--- config.mk ---
export PLATFORM = sky130hd
export DESIGN_NAME = accu_window_unit_flat
export DESIGN_NICKNAME = d
export VERILOG_FILES = /design/src/rtl/accu_pkg.sv /design/src/rtl/accu_window_unit_if.sv /design/src/rtl/accu_lane.sv /design/src/rtl/accu_window_unit.sv /design/src/flat_wrapper.sv
export SDC_FILE = /design/constraint.sdc
export NUM_CORES = 1
export LEC_CHECK = 0
export BUFFER_PORTS_ARGS = -buffer_cell sky130_fd_sc_hd__buf_2
export CAP_MARGIN = 20
export CORE_UTILIZATION = 25
export CTS_CLUSTER_DIAMETER = 200
export DETAILED_ROUTE_END_ITERATION = 7
export SETUP_SLACK_MARGIN = 0.4
export SYNTH_ARGS = -nofsm -noshare
export SYNTH_HDL_FRONTEND = slang
export SYNTH_HIERARCHICAL = 1
export SYNTH_SLANG_ARGS = --single-unit
--- constraint.sdc ---
create_clock -name clk -period 14.5 [get_ports clk]
set_clock_uncertainty 0.2 [all_clocks]
set_input_delay 2.9 -clock clk [delete_from_list [all_inputs] [get_ports clk]]
set_output_delay 2.9 -clock clk [all_outputs]
set_load 0.01 [all_outputs]
--- src/rtl/accu_pkg.sv ---
// Shared defaults and constant helpers for the windowed accumulator.
package accu_pkg;

  localparam int DEF_IN_W    = 32;
  localparam int DEF_CH      = 4;
  localparam int DEF_MAX_LEN = 64;

  // Ceiling log2, usable in parameter and localparam expressions.
  function automatic int clog2(input int value);
    int v;
    int r;
    v = value - 1;
    r = 0;
    while (v > 0) begin
      r = r + 1;
      v = v >>> 1;
    end
    return r;
  endfunction

endpackage

--- src/rtl/accu_window_unit_if.sv ---
// Sample input and window-result output bundle of accu_window_unit.
interface accu_window_unit_if
  import accu_pkg::*;
#(
  parameter int IN_W    = DEF_IN_W,
  parameter int CH      = DEF_CH,
  parameter int MAX_LEN = DEF_MAX_LEN
) ();

  localparam int CNT_W = clog2(MAX_LEN + 1);
  localparam int OUT_W = IN_W + clog2(MAX_LEN);

  logic [CNT_W-1:0]    win_len;
  logic                in_valid;
  logic                in_ready;
  logic [CH*IN_W-1:0]  din;
  logic                out_valid;
  logic                out_ready;
  logic [CH*OUT_W-1:0] dout;
  logic [CNT_W-1:0]    out_len;

  modport master (
    output win_len, in_valid, din, out_ready,
    input  in_ready, out_valid, dout, out_len
  );

  modport slave (
    input  win_len, in_valid, din, out_ready,
    output in_ready, out_valid, dout, out_len
  );

endinterface

--- src/rtl/accu_lane.sv ---
// One channel: signed running accumulator plus the register holding its last window sum.
module accu_lane
  import accu_pkg::*;
#(
  parameter int IN_W  = DEF_IN_W,
  parameter int OUT_W = DEF_IN_W + 6
) (
  input  logic             clk,
  input  logic             rst_n,
  input  logic             clr,
  input  logic             accept,
  input  logic             last,
  input  logic [IN_W-1:0]  din,
  output logic [OUT_W-1:0] dout
);

  logic [OUT_W-1:0] acc_q;
  logic [OUT_W-1:0] acc_d;
  logic [OUT_W-1:0] dout_q;
  logic [OUT_W-1:0] dout_d;
  logic [OUT_W-1:0] sum_s;

  // Next accumulator and output register; the last sample goes straight into the result.
  always_comb begin
    acc_d  = acc_q;
    dout_d = dout_q;
    sum_s  = acc_q + {{(OUT_W-IN_W){din[IN_W-1]}}, din};
    if (clr) begin
      acc_d = {OUT_W{1'b0}};
    end else if (accept) begin
      if (last) begin
        dout_d = sum_s;
        acc_d  = {OUT_W{1'b0}};
      end else begin
        acc_d  = sum_s;
      end
    end else begin
      acc_d = acc_q;
    end
  end

  // Lane state registers.
  always_ff @(posedge clk or negedge rst_n) begin
    if (!rst_n) begin
      acc_q  <= {OUT_W{1'b0}};
      dout_q <= {OUT_W{1'b0}};
    end else begin
      acc_q  <= acc_d;
      dout_q <= dout_d;
    end
  end

  assign dout = dout_q;

endmodule

--- src/rtl/accu_window_unit.sv ---
// Multi-channel windowed summer: sums win_len samples per channel and presents one result per window.
module accu_window_unit
  import accu_pkg::*;
#(
  parameter int IN_W    = DEF_IN_W,
  parameter int CH      = DEF_CH,
  parameter int MAX_LEN = DEF_MAX_LEN
) (
  input logic               clk,
  input logic               rst_n,
  input logic               clr,
  accu_window_unit_if.slave bus
);

  localparam int CNT_W = clog2(MAX_LEN + 1);
  localparam int OUT_W = IN_W + clog2(MAX_LEN);

  logic [CNT_W-1:0]    cnt_q, cnt_d;
  logic [CNT_W-1:0]    len_q, len_d;
  logic [CNT_W-1:0]    out_len_q, out_len_d;
  logic                out_valid_q, out_valid_d;
  logic [CNT_W-1:0]    len_in_s;
  logic [CNT_W-1:0]    len_eff_s;
  logic                last_pending_s;
  logic                in_ready_s;
  logic                accept_s;
  logic                pop_s;
  logic [CH*OUT_W-1:0] dout_s;

  // Clamp the requested length into 1..MAX_LEN.
  always_comb begin
    if (bus.win_len == CNT_W'(0)) begin
      len_in_s = CNT_W'(1);
    end else if (bus.win_len > CNT_W'(MAX_LEN)) begin
      len_in_s = CNT_W'(MAX_LEN);
    end else begin
      len_in_s = bus.win_len;
    end
  end

  // At counter 0 the window has not started, so win_len (not len_q) governs the first sample.
  always_comb begin
    len_eff_s      = (cnt_q == CNT_W'(0)) ? len_in_s : len_q;
    last_pending_s = (cnt_q == (len_eff_s - CNT_W'(1)));
    in_ready_s     = !(last_pending_s && out_valid_q && !bus.out_ready);
    accept_s       = bus.in_valid && in_ready_s;
    pop_s          = out_valid_q && bus.out_ready;
  end

  // Counter, latched length and result handshake; clr outranks accept and pop.
  always_comb begin
    cnt_d       = cnt_q;
    len_d       = len_q;
    out_len_d   = out_len_q;
    out_valid_d = out_valid_q;
    if (clr) begin
      cnt_d       = CNT_W'(0);
      out_valid_d = 1'b0;
    end else begin
      if (pop_s) begin
        out_valid_d = 1'b0;
      end else begin
        out_valid_d = out_valid_q;
      end
      if (accept_s) begin
        len_d = len_eff_s;
        if (last_pending_s) begin
          cnt_d       = CNT_W'(0);
          out_valid_d = 1'b1;
          out_len_d   = len_eff_s;
        end else begin
          cnt_d = cnt_q + CNT_W'(1);
        end
      end else begin
        cnt_d = cnt_q;
      end
    end
  end

  // Control registers; len_q resets to the clamp of a zero request.
  always_ff @(posedge clk or negedge rst_n) begin
    if (!rst_n) begin
      cnt_q       <= CNT_W'(0);
      len_q       <= CNT_W'(1);
      out_len_q   <= CNT_W'(0);
      out_valid_q <= 1'b0;
    end else begin
      cnt_q       <= cnt_d;
      len_q       <= len_d;
      out_len_q   <= out_len_d;
      out_valid_q <= out_valid_d;
    end
  end

  for (genvar k = 0; k < CH; k++) begin : g_lane
    accu_lane #(
      .IN_W  (IN_W),
      .OUT_W (OUT_W)
    ) u_lane (
      .clk    (clk),
      .rst_n  (rst_n),
      .clr    (clr),
      .accept (accept_s),
      .last   (last_pending_s),
      .din    (bus.din[k*IN_W +: IN_W]),
      .dout   (dout_s[k*OUT_W +: OUT_W])
    );
  end

  assign bus.in_ready  = in_ready_s;
  assign bus.out_valid = out_valid_q;
  assign bus.out_len   = out_len_q;
  assign bus.dout      = dout_s;

endmodule

--- src/flat_wrapper.sv ---
// flat-port wrapper written by rule: the top's interface ports become plain ports
module accu_window_unit_flat import accu_pkg::*;
#(
  parameter int IN_W    = DEF_IN_W,
  parameter int CH      = DEF_CH,
  parameter int MAX_LEN = DEF_MAX_LEN
)
  (clk, rst_n, clr, bus_win_len, bus_in_valid, bus_din, bus_out_ready, bus_in_ready, bus_out_valid, bus_dout, bus_out_len);
  accu_window_unit_if #(.IN_W(IN_W), .CH(CH), .MAX_LEN(MAX_LEN)) bus_i ();
  input logic clk;
  input logic rst_n;
  input logic clr;
  input wire logic [$bits(bus_i.win_len)-1:0] bus_win_len;
  input wire logic [$bits(bus_i.in_valid)-1:0] bus_in_valid;
  input wire logic [$bits(bus_i.din)-1:0] bus_din;
  input wire logic [$bits(bus_i.out_ready)-1:0] bus_out_ready;
  output wire logic [$bits(bus_i.in_ready)-1:0] bus_in_ready;
  output wire logic [$bits(bus_i.out_valid)-1:0] bus_out_valid;
  output wire logic [$bits(bus_i.dout)-1:0] bus_dout;
  output wire logic [$bits(bus_i.out_len)-1:0] bus_out_len;
  assign bus_i.win_len = bus_win_len;
  assign bus_i.in_valid = bus_in_valid;
  assign bus_i.din = bus_din;
  assign bus_i.out_ready = bus_out_ready;
  assign bus_in_ready = bus_i.in_ready;
  assign bus_out_valid = bus_i.out_valid;
  assign bus_dout = bus_i.dout;
  assign bus_out_len = bus_i.out_len;
  accu_window_unit #(.IN_W(IN_W), .CH(CH), .MAX_LEN(MAX_LEN)) u_core (.clk(clk), .rst_n(rst_n), .clr(clr), .bus(bus_i));
endmodule
; After elaboration in Yosys (flattened, before gate mapping)
; Index checks and enable logic that the tools add are counted.
[word_totals]
reg_bits = 326
latchBits = 0
mem_bits_rw = 0
romBits = 0
in_bits = 140
out_inout_bits = 161
elab_cells = 54
n_memories = 0
[op_classes]
addsub = 6
mul = 0
n_div = 0
magnitude_cmp = 1
n_eq_ne = 1
shift = 0
mux = 22
n_bitwise = 1
reduce_logical = 11
[ops]
columns = op, n
row1 = $mux W38, 12
row2 = $add A38 B38 Y38, 4
row3 = $mux W7, 6
row4 = $logic_not A7 Y1, 2
row5 = $add A7 B1 Y7 const B, 1
row6 = $eq A7 B7 Y1, 1
row7 = $gt A7 B7 Y1 const B, 1
row8 = $sub A7 B1 Y7 const B, 1
row9 = $logic_and A1 B1 Y1, 4
row10 = $mux W1, 4
row11 = $reduce_and A3 Y1, 1
row12 = $logic_not A1 Y1, 2
row13 = $reduce_and A2 Y1, 1
row14 = $reduce_bool A2 Y1, 1
row15 = $not A1 Y1, 1

; Logic depth before layout (Yosys ltp)
; Gate-level depths: netlist of the first run.
[logic_depth]
depth_word = 12
ltp_mapped = 20
mapped_depth_nobuf = 19

; Cells and area by module
; The synthesis of the first run kept the hierarchy.
[by_module_without_submodules]
columns = module, n_inst, cells_per_inst, area_per_inst_um2, seq_area_each_um2
row1 = accu_lane (u_core.g_lane[2].u_lane ...), 2, 569, 5074.9, 1901.8
row2 = accu_lane (u_core.g_lane[0].u_lane ...), 2, 512, 4840.9, 1901.8
row3 = accu_window_unit, 1, 180, 1705.4, 551.8

; Worst setup path after synthesis of the first run
; OpenSTA, ideal clock, no wires.
[synth_timing]
kind = input-to-output
start = in bus_win_len[1]
end = out bus_in_ready
arrival_time_ns = 5.278
t_required_ns = 11.400
slack_ns = 6.122
stages = 10
n_path_buf = 0
cell_sequence = or4_1 -> a2bb2oi_1 -> a21oi_1 -> inv_1 -> ha_1 -> nor3b_1 -> o21ai_0 -> o2111ai_1 -> a2bb2oi_2 -> or4bb_2
[synth_between]
elab_chain_len = 9
word_cells_on_any_way = 10
classes_between = add/sub: 1 / order compare: 1 / eq/ne: 1 / mux: 3 / reduce/logical: 4
[synth_rtl]
columns = element, line
row1 = from (decl), flat_wrapper.sv:13  ; input wire logic [$bits(bus_i.win_len)-1:0] bus_win_len;
row2 = $gt A7 B7 Y1, accu_window_unit.sv:34  ; end else if (bus.win_len > CNT_W'(MAX_LEN)) begin
row3 = $mux W7, accu_window_unit.sv:34
row4 = $mux W7 *, accu_window_unit.sv:32  ; if (bus.win_len == CNT_W'(0)) begin
row5 = $mux W7 *, accu_window_unit.sv:43  ; len_eff_s = (cnt_q == CNT_W'(0)) ? len_in_s : len_q;
row6 = $sub A7 B1 Y7 *, accu_window_unit.sv:44  ; last_pending_s = (cnt_q == (len_eff_s - CNT_W'(1)));
row7 = $eq A7 B7 Y1 *, accu_window_unit.sv:44
row8 = $logic_and A1 B1 Y1 * (2 in a row), accu_window_unit.sv:45  ; in_ready_s = !(last_pending_s && out_valid_q && !bus.out_ready);
row9 = $logic_not A1 Y1 *, accu_window_unit.sv:45
row10 = to (decl), flat_wrapper.sv:17  ; output wire logic [$bits(bus_i.in_ready)-1:0] bus_in_ready;
; Every way passes the cells marked *; elsewhere a longest branch is shown, timed or not.

; Final worst setup path of the first run
; Ends and elaborated chain as after synthesis.

==> results of run 1 <==
-- routing by layer --
metal  vias up  track usage
li1       9075            -
met1      8846        0.195
met2       384        0.236
met3       107       0.0429
met4        12       0.0392
met5         -            0
-- kinds of logic after synthesis --
kind of cell,count (synthesis),share of synthesized area
AO/OA/AOI/OAI,762,0.235
AND/OR/NAND/NOR,731,0.164
flip-flops,326,0.379
buffers and inverters,158,0.0362
adder cells (fa/ha/maj),155,0.0914
XOR/XNOR,136,0.0553
multiplexers,74,0.0394
-- power by group --
group / switching [mW] / leakage, nW / internal [mW] / total, mW
combinational: 0.984 / 7.25 / 0.685 / 1.67
clock: 0.443 / 0.666 / 0.610 / 1.05
sequential: 0.160 / 4.40 / 1.18 / 1.34
-- cell usage after synthesis (all sizes together) (14+ instances only) --
master,count,area share
nand2,348,0.062
nor2,116,0.020
buf,40,0.015
nand3,50,0.012
mux2,65,0.035
o31ai,21,0.0078
a22o,92,0.037
nand4,40,0.012
xor2,53,0.022
ha,151,0.088
a211oi,24,0.0086
o21bai,24,0.0084
dfrtp,325,0.38
xnor2,83,0.034
nand2b,27,0.0085
and2,14,0.0048
a21boi,15,0.0052
clkbuf,76,0.014
nor3b,15,0.0055
o21ai,222,0.052
o21a,15,0.0052
a21o,60,0.021
a31oi,25,0.0078
a21oi,182,0.045
nor3,39,0.010
inv,42,0.0073
-- registers in the layout, summed over array words and instances, names as in the netlist --
| name | cells |
|---|---|
| u_core/bus.out_len | 7 |
| u_core/len_q | 7 |
| u_core/g_lane.u_lane/dout | 152 |
| u_core/bus.out_valid | 1 |
| u_core/cnt_q | 7 |
| u_core/g_lane.u_lane/acc_q | 152 |
-- cell type report --
type / count / area (µm²)
fill: 9134 / 59800
multi-input combinational: 1858 / 12600
sequential: 326 / 8160
timing repair buffer: 319 / 1680
tap: 1144 / 1430
clock buffer: 57 / 1180
clock inverter: 22 / 191
inverter: 42 / 158
-- worst max-delay path: cells and delay by family --
kind            cells  cell delay, ns
compound gates      5            0.87
fa+ha+maj           1            0.24
buf+inv             3            0.34
simple gates        3            1.36
-- per-stage QoR --
stage	hold WS [ns]	setup slack, ns	cell area, µm²	std cells	util
after global placement	0.253	5.71	24100	3688	0.282
after global routing	0.297	5.49	25400	3768	0.298
final	0.268	5.69	25400	3768	0.298
after detailed placement	0.257	5.70	24100	3689	0.282
after floorplan	0.253	6.12	21500	2342	-
after CTS	0.272	5.70	25400	3768	0.298
-- path summary, 6_finish.rpt --
check | to | slack, ns | cells after the start
max in group asynchronous | u_core/g_lane[1].u_lane/acc_q[17] | 9.92 | 3
worst max register to register | u_core/g_lane[2].u_lane/acc_q[28] | 8.74 | 19
worst min-delay path | u_core/g_lane[3].u_lane/dout[20] | 0.27 | 2
worst max-delay path | bus_in_ready | 5.69 | 12
min in group asynchronous | u_core/g_lane[2].u_lane/acc_q[16] | 2.11 | 1
worst min register to register | u_core/g_lane[3].u_lane/dout[20] | 0.27 | 2
==> results, run 1 <==
- The total area inside the core boundary comes to ~0.085 mm².
- In the final layout, the share of cells above drive strength 1 is 0.207.
- The clock reaches the later pin of the worst-skew pair after between 0.5 and 0.6 ns.
- The floorplan row count is 107.
- The via count of the first global-routing pass was between 15000 and 20000.
- From bottom edge to top edge, the die measures 296 µm.
- The startpoint of the worst register-to-register path is u_core/cnt_q[0].
- Global routing finished with a remaining overflow of 0.
- The first-pass GRT wire length is 103000 µm.
- After legalization and detailed placement, the total HPWL measured 48500 µm.
- The shortest clock period the worst path allows after layout is 8.81 ns.
- For this design, the sink count on the clock tree is 326.
- The total negative slack is 0 ns.
- The final layout net count is 2885.
- From left edge to right edge, the die measures between 200 and 300 µm.
- The last weighted congestion value of the routability-driven placer is 0.880.
- Each instance of the synthesized netlist takes up on average 9.20 µm².
- Counting flops with an async set or reset pin after synthesis yields a share of 1.00.
- The maximum ir drop on the vdd rail is 0.0000836 V.
- The detailed router put a total of ~30000 µm of wire on met1.
- After detailed routing, the met3 layer carries 4240 µm of wire.
- The number of search-and-repair iterations in the first detailed-routing pass is 5.
- The most common cell type on the critical path is sky130_fd_sc_hd__buf_2.
- Dividing the final minimum period by the clock period gives 0.607.
- The hold violation count in the final report is 0.
- The met2 wire length is between 20000 and 30000 µm.
- The count of flip-flops with a built-in enable after synthesis is 0.
- The count of instances resized after the clock tree is built is 0.
- Data on the critical path is required at its endpoint by 11.40 ns.
- From synthesis to final layout, the design area changed by 18.2%.
- The count of mapped cells out of synthesis is 2342.
- Setup violations remaining at the end of the flow were counted as 0.
- The hold path startpoint is u_core/g_lane[3].u_lane/dout[20].
- After clock tree synthesis, the setup repair step added 0 buffers.
- The maximum number of pins on one net before global-route repair is around 140.
- The type of the tightest min-delay check is reg -> reg.
- The total number of H-tree levels is 2.
- For this run, the leading register cell type out of synthesis is sky130_fd_sc_hd__dfrtp_1.
- Of the synthesized area, sequential elements account for 0.379.
- Summed over all layers, the routed wires come to between 60000 and 70000 µm.
- Dividing total power by cell area gives a power density of around 160 mW/mm².
- The mean routed wirelength per cell is around 17 µm.
- Max-cap violations in this run came to 0.
- The fmax is 0.114 GHz.
- The data arrival time at the worst-slack endpoint is 5.71 ns.
- For this run, the slowest stage of the critical path takes 0.65 ns.
- After layout, the design draws a total of 4.06 mW.
- Along the worst path, the maximum fanout reaches 3.
- The CTS buffer count is 43.
- The initial antenna violation count is 6.
- STA classifies the critical path endpoint as a primary output.
- The number of nets handed over by synthesis was roughly 2600.
- The detail route stage leaves a number of antenna-violating nets equal to 0.
- The measured slew at the worst slew-check pin is 0.884 ns.
- The clock edge transition at the registers on the reported setup and hold paths is 0.05 ns.
- Leaving out fill and tap cells, the most frequent cell in the layout is sky130_fd_sc_hd__nand2_1.
- The Yosys step of the flow raised 6 warnings.
- The total routing resource utilization after global routing is 0.148.
- The detailed router finished its first iteration with 966 violations.
- TritonCTS built the clock tree.
- In the routed layout, each cell is associated on average with a via count of approximately 4.9.
- The flow ran to the end, and the final reports show no timing, DRC or antenna violations.
- In the routed design, unresolved DRC markers number 0.
- The analysis attributes to cell leakage a power of about 12 nW.
- The tightest slew margin relative to the limit is 0.411.
- 301 I/O pins were placed.
- Across all layers, the routed design uses 18400 vias.
- The critical path goes through buf_2, or4_1, a2bb2oi_1, a21oi_1, inv_1, ha_1, nor3b_1, o21ai_0, o2111ai_1, a2bb2oi_2, or4bb_2, buf_2.
- The hold buffer count at CTS is 0.
- The initial utilization of the core area, before any placement, comes to 0.253.
- The critical path launch point is bus_win_len[1].
- The number of inserted diodes is 0.
- The number of buffers added on ports is 300.
- In this run the top signal layer used is met5.
- The maximum buffer depth of the clock tree is 3.
- The area enclosed by the die boundary is ~0.087 mm².
- The cell at the root of the clock tree is sky130_fd_sc_hd__clkbuf_16.
- The final number of max-transition violations is 0.
- The post-synth design cell area is 0.0215 mm².
- The register bit total from synthesis is 326.
- Leaving out fill and tap cells, the most frequent cells in the layout are sky130_fd_sc_hd__nand2_1, sky130_fd_sc_hd__dfrtp_1, sky130_fd_sc_hd__buf_2.
- The worst-path cell with the longest stage delay is sky130_fd_sc_hd__or4bb_2.
- Setup repair after global routing left no endpoint under its margin.
- The netlist uses 94 different library cells.
- The critical path is of the in -> out type.
- The type of element launching the critical path is an input pin.
Power figures use the tool's default switching activity.
==> run 2, diff against run 1 <==
ABC_AREA = 1   (was not set)
clock period = 7.5 ns   (was 14.5 ns; I/O delays follow)
==> results, run 2 <==
- The tightest slew margin relative to the limit is 0.405 (-0.00581).
- The maximum buffer depth of the clock tree is 3 (unchanged).
- The switching component of the power was 2.54 mW (+60%).
- The number of top-level pins is 301 (unchanged).
- The leading cell type by number of instances after synthesis is sky130_fd_sc_hd__nand2_1.
- The static leakage is 16.1 nW (+30%).
- The count of instances resized after the clock tree is built is 0 (unchanged).
- The CTS buffer count is 43 (unchanged).
- The wire length reported by the detailed router is 79000 µm (+21%).
- The fmax is approximately 0.19 GHz.
- The initial core utilization is 0.253 (+0.000915).
- The largest driver fanout on the critical path is 17 (+14).
- The overall via count from detail_route is 23000 (+25%).
- The latest clock arrival within the worst-skew pair is 0.61 ns (+0.04 ns).
- The final cell utilization of the core came to 0.300 (+0.00166).
- The internal reg-to-reg setup slack is 2.50 ns (-6.24 ns).
- The area enclosed by the die boundary is 0.0963 mm² (+10%).
- The horizontal die dimension is 310 µm (+5.0%).
- The final layout net count came to 4158 (+44%).
- The maximum number of pins on one net before global-route repair is 134 (-2.9%).
- The final number of max-transition violations is 0 (unchanged).
- The core area is 0.0937 mm² (+9.9%).
- The hold buffer count at CTS is 0 (unchanged).
- The total routing resource utilization after global routing came to 0.162 (+0.0138).
- The synthesized area divided by synthesized cell count is 6.65 µm² (-28%).
- TritonCTS built the clock tree.
- The clock edge transition at the registers on the reported setup and hold paths is 0.05 ns (about the same).
- The startpoint of the worst register-to-register path is u_core/cnt_q[0].
- CTS placed an instance of sky130_fd_sc_hd__clkbuf_16 at the clock tree root.
- The number of buffers added on ports is 300 (unchanged).
- The iteration-0 DRC count of the detailed router is 1491 (+54%).
- The clock share of power is 0.322 (+0.063).
- The required time at the worst-slack endpoint came to 5.80 ns (-5.60 ns).
- The measured slew at the worst slew-check pin was 0.892 ns (+0.00772 ns).
- The count of mapped cells out of synthesis is 3571 (+52%).
- The worst register-to-register path ends at u_core/g_lane[2].u_lane/dout[27].
- The clock sink total was 326 (unchanged).
- The type of element launching the critical path is an input pin.
- Tracing the worst setup path back leads to its startpoint at bus_win_len[5].
- The die span in y was 310 µm (+5.0%).
- After synthesis, the most frequently instantiated cells are sky130_fd_sc_hd__nand2_1, sky130_fd_sc_hd__inv_1, sky130_fd_sc_hd__dfrtp_1, sky130_fd_sc_hd__nor2_1, sky130_fd_sc_hd__nand3_1.
- The fraction of power consumed by combinational cells is 0.348 (-0.063).
- The total number of H-tree levels was 2 (unchanged).
- The DRC violations left is 0 (unchanged).
- In the layout the commonest cells are sky130_fd_sc_hd__nand2_1, sky130_fd_sc_hd__inv_1, sky130_fd_sc_hd__dfrtp_1.
- The proportion of layout cells with a drive suffix above 1 is 0.131 (-0.0762).
- The minimum setup slack in the final design is 2.15 ns (-3.54 ns).
- The number of cells on the worst reg-to-reg path is 25 (+6).
- The last weighted congestion value of the routability-driven placer is 0.954 (+8.4%).
- The setup path with the least slack is of type in -> out.
- The number of warning messages in the yosys log is 6 (unchanged).
- The mean routed wirelength per cell was 15.3 µm (-11%).
- The count of filler cells inserted in the layout is 10400 (+14%).
- The initial antenna violation count was 6 (unchanged).
- The post-detailed-route count of antenna-violating nets is 0 (unchanged).
- The run finished with clean final reports.
- The first-pass GRT wire length is 122000 µm (+18%).
- The number of failing setup endpoints in the final timing report is 0 (unchanged).
- The count of flip-flops with a built-in enable after synthesis is 0 (unchanged).
- The total negative slack was 0 ns (unchanged).
- The total congestion overflow after global routing is 0 (unchanged).
- The buffers inserted during post-CTS setup optimization is 0 (unchanged).
- The maximum ir drop on the vdd rail was 0.000195 V (+130%).
- The register bit total from synthesis is 326 (unchanged).
- The data arrival time at the worst-slack endpoint came to 3.65 ns (-2.06 ns).
- Setup repair after global routing left no endpoint under its margin.
- The area growth from synthesis to layout is 18.4%.
- The number of max-cap violations was 0 (unchanged).
- Among all flip-flop cells after synthesis, the most frequent one is sky130_fd_sc_hd__dfrtp_1.
- The fraction of power spent switching nets was 0.390 (-0.00113).
- The floorplan row count came to 112 (+4.7%).
- The detailed-route vias per instance is 4.46 (-8.8%).
- The count of cell types in the netlist is 37 (-61%).
- By area the synthesized netlist is led by sky130_fd_sc_hd__dfrtp_1, sky130_fd_sc_hd__nand2_1, sky130_fd_sc_hd__ha_1.
- The sequential group share of total power was 0.330 (about the same).
- The capturing instance or port of the critical path is bus_in_ready.
- The number of search-and-repair iterations in the first detailed-routing pass came to 5 (unchanged).
- The worst setup path is captured at a primary output.
- The sequential element share of the synthesized area was 0.343 (-0.0355).
- The via count of the first global-routing pass is 22100 (+21%).
- The post-synth design cell area is 0.0238 mm² (+10%).
- The fraction of synthesized cell area taken by the top area cell type is 0.342 (-0.0354).
- The library cell used most frequently in the layout, excluding fill and tap cells, is sky130_fd_sc_hd__nand2_1.
- The most area-hungry cell type in the Yosys netlist is sky130_fd_sc_hd__dfrtp_1.
- The internal power contribution is 3.97 mW (+61%).
- The post-synthesis async set-or-reset flop share is 1.00 (unchanged).
- The min-delay analysis places its worst path in the category reg -> reg.
- The hold violation count in the final report is 0 (unchanged).
- The areal power density over the cells is 231 mW/mm² (+45%).
- The final cycle utilization of the critical path is 0.713.
- The detailed-placement wirelength estimate is 62300 µm (+28%).
- The post-synthesis net count is 3866 (+47%).
- The worst path in the final design needs a cycle of about 5.4 ns, including I/O delays and setup.
- The post-placement worst setup slack is 1.86 ns (-3.84 ns).
## run 2: cell types whose count changed after synthesis, sizes merged, moves of 65 or more
| cell | change |
|---|---|
| nand2 | +1100 |
| inv | +420 |
| nand3 | +232 |
| nor2 | +186 |
| a22o | -88 |
| mux2 | -65 |
## run 2: per-stage QoR
step	power (mW)	instance area [µm²]	std cells	hold slack [ns]
6_report	6.51	28100	5152	0.267
5_1_grt	6.97	28100	5150	0.293
4_1_cts	6.60	28100	5150	0.272
3_5_place_dp	4.44	26700	5072	0.259
3_3_place_gp	4.43	26700	5072	0.257
2_1_floorplan	3.68	23800	3571	0.242
## run 2: area by class of cell
class                           instances  area [µm²]  share of cell area
Timing Repair Buffer                  314        1640              0.0584
Sequential cell                       326        8160               0.290
Tap cell                             1254        1570              0.0558
Multi-Input combinational cell       2714       13600               0.484
Inverter                              464        1740              0.0619
Clock inverter                         23         206             0.00734
Antenna cell                            2        5.00            0.000178
Clock buffer                           55        1200              0.0427
## run 2: how the worst min path moves through the flow
stage | cells past startpoint | from | slack (ns) | end
finish | 2 | u_core/bus.out_len[4] | 0.27 | u_core/bus.out_len[4]
global route | 2 | u_core/bus.out_len[1] | 0.29 | u_core/bus.out_len[1]
CTS | 2 | u_core/bus.out_len[4] | 0.27 | u_core/bus.out_len[4]
detailed placement | 2 | u_core/bus.out_len[4] | 0.26 | u_core/bus.out_len[4]
global placement | 2 | u_core/len_q[1] | 0.26 | u_core/len_q[1]
floorplan | 2 | u_core/len_q[6] | 0.24 | u_core/len_q[6]
## run 2: power by group through the flow
stage	registers, mW	clock network, mW	logic [mW]
finish	2.15	2.10	2.27
global route	2.18	2.23	2.56
CTS	2.15	2.18	2.27
detailed placement	2.17	0	2.26
global placement	2.18	0	2.25
floorplan	2.18	0	1.50
## run 2: critical path, stage by stage
cell                       delay [ns]
sky130_fd_sc_hd__buf_2           0.11
sky130_fd_sc_hd__nor2_1          0.14
sky130_fd_sc_hd__nand2_1         0.09
sky130_fd_sc_hd__nor2_1          0.10
sky130_fd_sc_hd__nor2_1          0.05
sky130_fd_sc_hd__nor2_1          0.15
sky130_fd_sc_hd__nor2_2          0.08
sky130_fd_sc_hd__ha_1            0.24
sky130_fd_sc_hd__xnor2_1         0.21
sky130_fd_sc_hd__nand3_1         0.11
sky130_fd_sc_hd__a21boi_0        0.18
sky130_fd_sc_hd__nand3_1         0.11
sky130_fd_sc_hd__nor2_2          0.13
sky130_fd_sc_hd__nand3_4         0.21
sky130_fd_sc_hd__buf_2           0.22
## run 2: cell families (layout without fill, tap and decap cells)
kind of cell | after synthesis | in the layout | synth area share
AOI/OAI and AO/OA | 348 | 348 | 0.0782
xor gates and xnor gates | 75 | 75 | 0.0276
adders and majority gates | 155 | 155 | 0.0829
buffers and inverters | 531 | 856 | 0.0859
DFF | 326 | 326 | 0.343
other | 0 | 2 | 0
and+or+nand+nor | 2136 | 2136 | 0.382
## run 2: metal layers
metal  wire, µm  up-vias  global-route usage
li1           -    11800                   -
met1      37000    10600               0.218
met2      36200      481               0.265
met3       4210       88              0.0314
met4       1600        4              0.0406
met5         32        -                   0
==> run 3, diff against run 2 <==
ABC_AREA = 0   (was 1)
clock period = 4.5 ns   (was 7.5 ns; I/O delays follow)
==> results, run 3 (synthesis gave the netlist of run 1 again) <==
- The flow ran to the end, and the final reports show no timing, DRC or antenna violations.
- The clock tree from TritonCTS is yes.
- The final cell utilization of the core is 0.318 (+0.0181).
- In the finished design, the share of the clock period the worst path needs comes to 0.982.
- The initial antenna violation count is 5 (-1).
- The DRC violations left is 0 (unchanged).
- The post-placement worst setup slack is 0.0126 ns (-1.85 ns).
- The total instance count after detailed placement was 3738 (-26%).
- The final number of max-transition violations is 0 (unchanged).
- The biggest cell delay along the critical path is 0.56 ns (+0.32 ns).
- The total number of H-tree levels is 2 (unchanged).
- From synthesis to final layout, the design area changed by 26.0%.
- The number of max-cap violations was 0 (unchanged).
- The horizontal die dimension is 296 µm (-4.8%).
- The static leakage is 13.2 nW (-18%).
- The required time at the worst-slack endpoint is 3.40 ns (-2.40 ns).
- The post-detailed-route count of antenna-violating nets is 0 (unchanged).
- The non-filler instance count after layout came to 3858 (-25%).
- The tightest slew margin relative to the limit is 0.421 (+0.0164).
- The clock edge transition at the registers on the reported setup and hold paths is 0.06 ns (about the same).
- The core area is 0.0853 mm² (-9.0%).
- The measured slew at the worst slew-check pin came to 0.868 ns (-0.0236 ns).
- The minimum setup slack in the final design is 0.0814 ns (-2.07 ns).
- The library cells used most frequently in the layout, excluding fill and tap cells, are sky130_fd_sc_hd__nand2_1, sky130_fd_sc_hd__dfrtp_1, sky130_fd_sc_hd__buf_2.
- The worst hold slack is 0.136 ns (-0.131 ns).
- The detailed-route vias per instance was 4.91 (+10%).
- The areal power density over the cells is 506 mW/mm² (+120%).
- The iteration-0 DRC count of the detailed router was 964 (-35%).
- The total congestion overflow after global routing is 0 (unchanged).
- Static timing analysis puts the maximum clock frequency at 0.226 GHz.
- The number of failing setup endpoints in the final timing report is 0 (unchanged).
- The largest driver fanout on the critical path is 3 (-14).
- The first-pass GRT wire length was 104000 µm (-15%).
- The proportion of layout cells with a drive suffix above 1 is 0.253 (+0.122).
- The maximum number of pins on one net before global-route repair is 79 (-41%).
- The detailed-placement wirelength estimate came to 50100 µm (-20%).
- Traced cell by cell, the critical path runs through buf_2, or4_4, a2bb2oi_2, a21oi_2, inv_2, ha_4, nor3b_4, o21ai_1, o2111ai_1, a2bb2oi_2, or4bb_4, buf_6.
- The type of the tightest min-delay check is in -> async.
- The data arrival time at the worst-slack endpoint came to 3.32 ns (-0.33 ns).
- The latest clock arrival within the worst-skew pair is 0.56 ns (-0.05 ns).
- The hold buffer count at CTS was 0 (unchanged).
- The most common cell type on the critical path is sky130_fd_sc_hd__a2bb2oi_2.
- The critical path is of the in -> out type.
- The number of top-level pins is 301 (unchanged).
- The clock sink total is 326 (unchanged).
- The total routing resource utilization after global routing is 0.149 (-0.0135).
- The CTS buffer count came to 42 (-2.3%).
- The combined buffer and inverter count along the critical path was 3 (+1).
- The overall via count from detail_route is 18900 (-18%).
- The kind of capture point of the worst setup path is a primary output.
- The maximum ir drop on the vdd rail is 0.000335 V (+72%).
- For this design, the slowest cell found on the critical path is sky130_fd_sc_hd__or4bb_4.
- The shortest clock period the worst path allows after layout is 4.42 ns.
- The wire length reported by the detailed router is 68300 µm (-14%).
- The area enclosed by the die boundary was 0.0873 mm² (-9.3%).
- The floorplan row count was 107 (-4.5%).
- The cell class contributing the biggest share of worst-path delay is simple AND/OR/NAND/NOR gates.
- The mean routed wirelength per cell is 17.7 µm (+15%).
- The overall power after layout was 13.7 mW (+110%).
- Setup repair after global routing could not meet its margin everywhere.
- The final layout net count is 2976 (-28%).
- The initial core utilization is 0.253 (-0.000915).
- The commonest non-fill, non-tap cell in the layout is sky130_fd_sc_hd__nand2_1.
- The hold violation count in the final report is 0 (unchanged).
- The maximum buffer depth of the clock tree is 3 (unchanged).
- STA classifies the critical path startpoint as an input pin.
- The last weighted congestion value of the routability-driven placer was 0.886 (-7.2%).
- The number of search-and-repair iterations in the first detailed-routing pass is 5 (unchanged).
- The number of buffers added on ports was 300 (unchanged).
- The cell at the root of the clock tree is sky130_fd_sc_hd__clkbuf_16.
- The die span in y is 296 µm (-4.8%).
- The via count of the first global-routing pass was 18500 (-16%).
run 3: changes by cell type in the layout (fill, tap and decap cells not counted), moves of 33 or more:
cell,before,now
sky130_fd_sc_hd__nand2_1,1407,331
sky130_fd_sc_hd__inv_1,460,37
sky130_fd_sc_hd__nand3_1,241,49
sky130_fd_sc_hd__nor2_1,276,110
sky130_fd_sc_hd__o21ai_1,4,117
sky130_fd_sc_hd__o21ai_0,184,95
sky130_fd_sc_hd__a22o_1,4,92
sky130_fd_sc_hd__a21o_1,0,60
sky130_fd_sc_hd__buf_4,12,57
sky130_fd_sc_hd__a21oi_1,123,165
sky130_fd_sc_hd__nand3b_1,49,9
sky130_fd_sc_hd__xor2_1,14,53
sky130_fd_sc_hd__nand3_2,39,1
sky130_fd_sc_hd__mux2_2,0,33
run 3: layout make-up:
type	count	area, µm²
Inverter	42	158
Antenna cell	1	2.50
Clock inverter	20	265
Tap cell	1144	1430
Sequential cell	326	8160
Timing Repair Buffer	411	2920
Clock buffer	56	1180
Multi-Input combinational cell	1858	13000
Fill cell	8899	58100
run 3: path summary, 6_finish.rpt:
path                            depth (start not counted)                                end                             start  slack [ns]
worst max-delay path                                   12                       bus_in_ready                    bus_win_len[1]        0.08
worst min-delay path                                    1    u_core/g_lane[2].u_lane/dout[6]                             rst_n        0.14
worst max register to register                         16    u_core/g_lane[1].u_lane/dout[0]                   u_core/cnt_q[1]        0.37
worst min register to register                          2   u_core/g_lane[2].u_lane/dout[23]  u_core/g_lane[2].u_lane/dout[23]        0.27
max in group asynchronous                               2  u_core/g_lane[2].u_lane/acc_q[15]                             rst_n        3.04
min in group clk                                        2   u_core/g_lane[2].u_lane/dout[23]  u_core/g_lane[2].u_lane/dout[23]        0.27
run 3: timing repair:
action / CTS / global route
gates cloned: 0 / 12
endpoints found under the setup margin: 39 / 118
pin swaps: 6 / 63
buffers inserted: 5 / 26
resized for setup: 14 / 107
run 3: per-layer routing:
metal	part of all wire	up-vias	global-route usage
met5	0.00040	-	0
met4	0.021	4	0.0384
met3	0.054	81	0.0319
met2	0.46	437	0.240
met1	0.47	9139	0.200
li1	-	9263	-
run 3: power by group:
| group | internal [mW] | leakage [nW] | switching [mW] | total, mW |
|---|---|---|---|---|
| registers | 3.80 | 4.40 | 0.536 | 4.34 |
| logic | 2.43 | 8.07 | 3.34 | 5.77 |
| clock network | 2.19 | 0.722 | 1.42 | 3.61 |
| total | 8.43 | 13.2 | 5.29 | 13.7 |
run 3: through the flow:
stage	TNS (ns)	area, µm²
floorplan	0	21800
finish	0	27100
global placement	0	24700
detailed placement	0	24700
global route	-0.00730	27100
CTS	0	26300
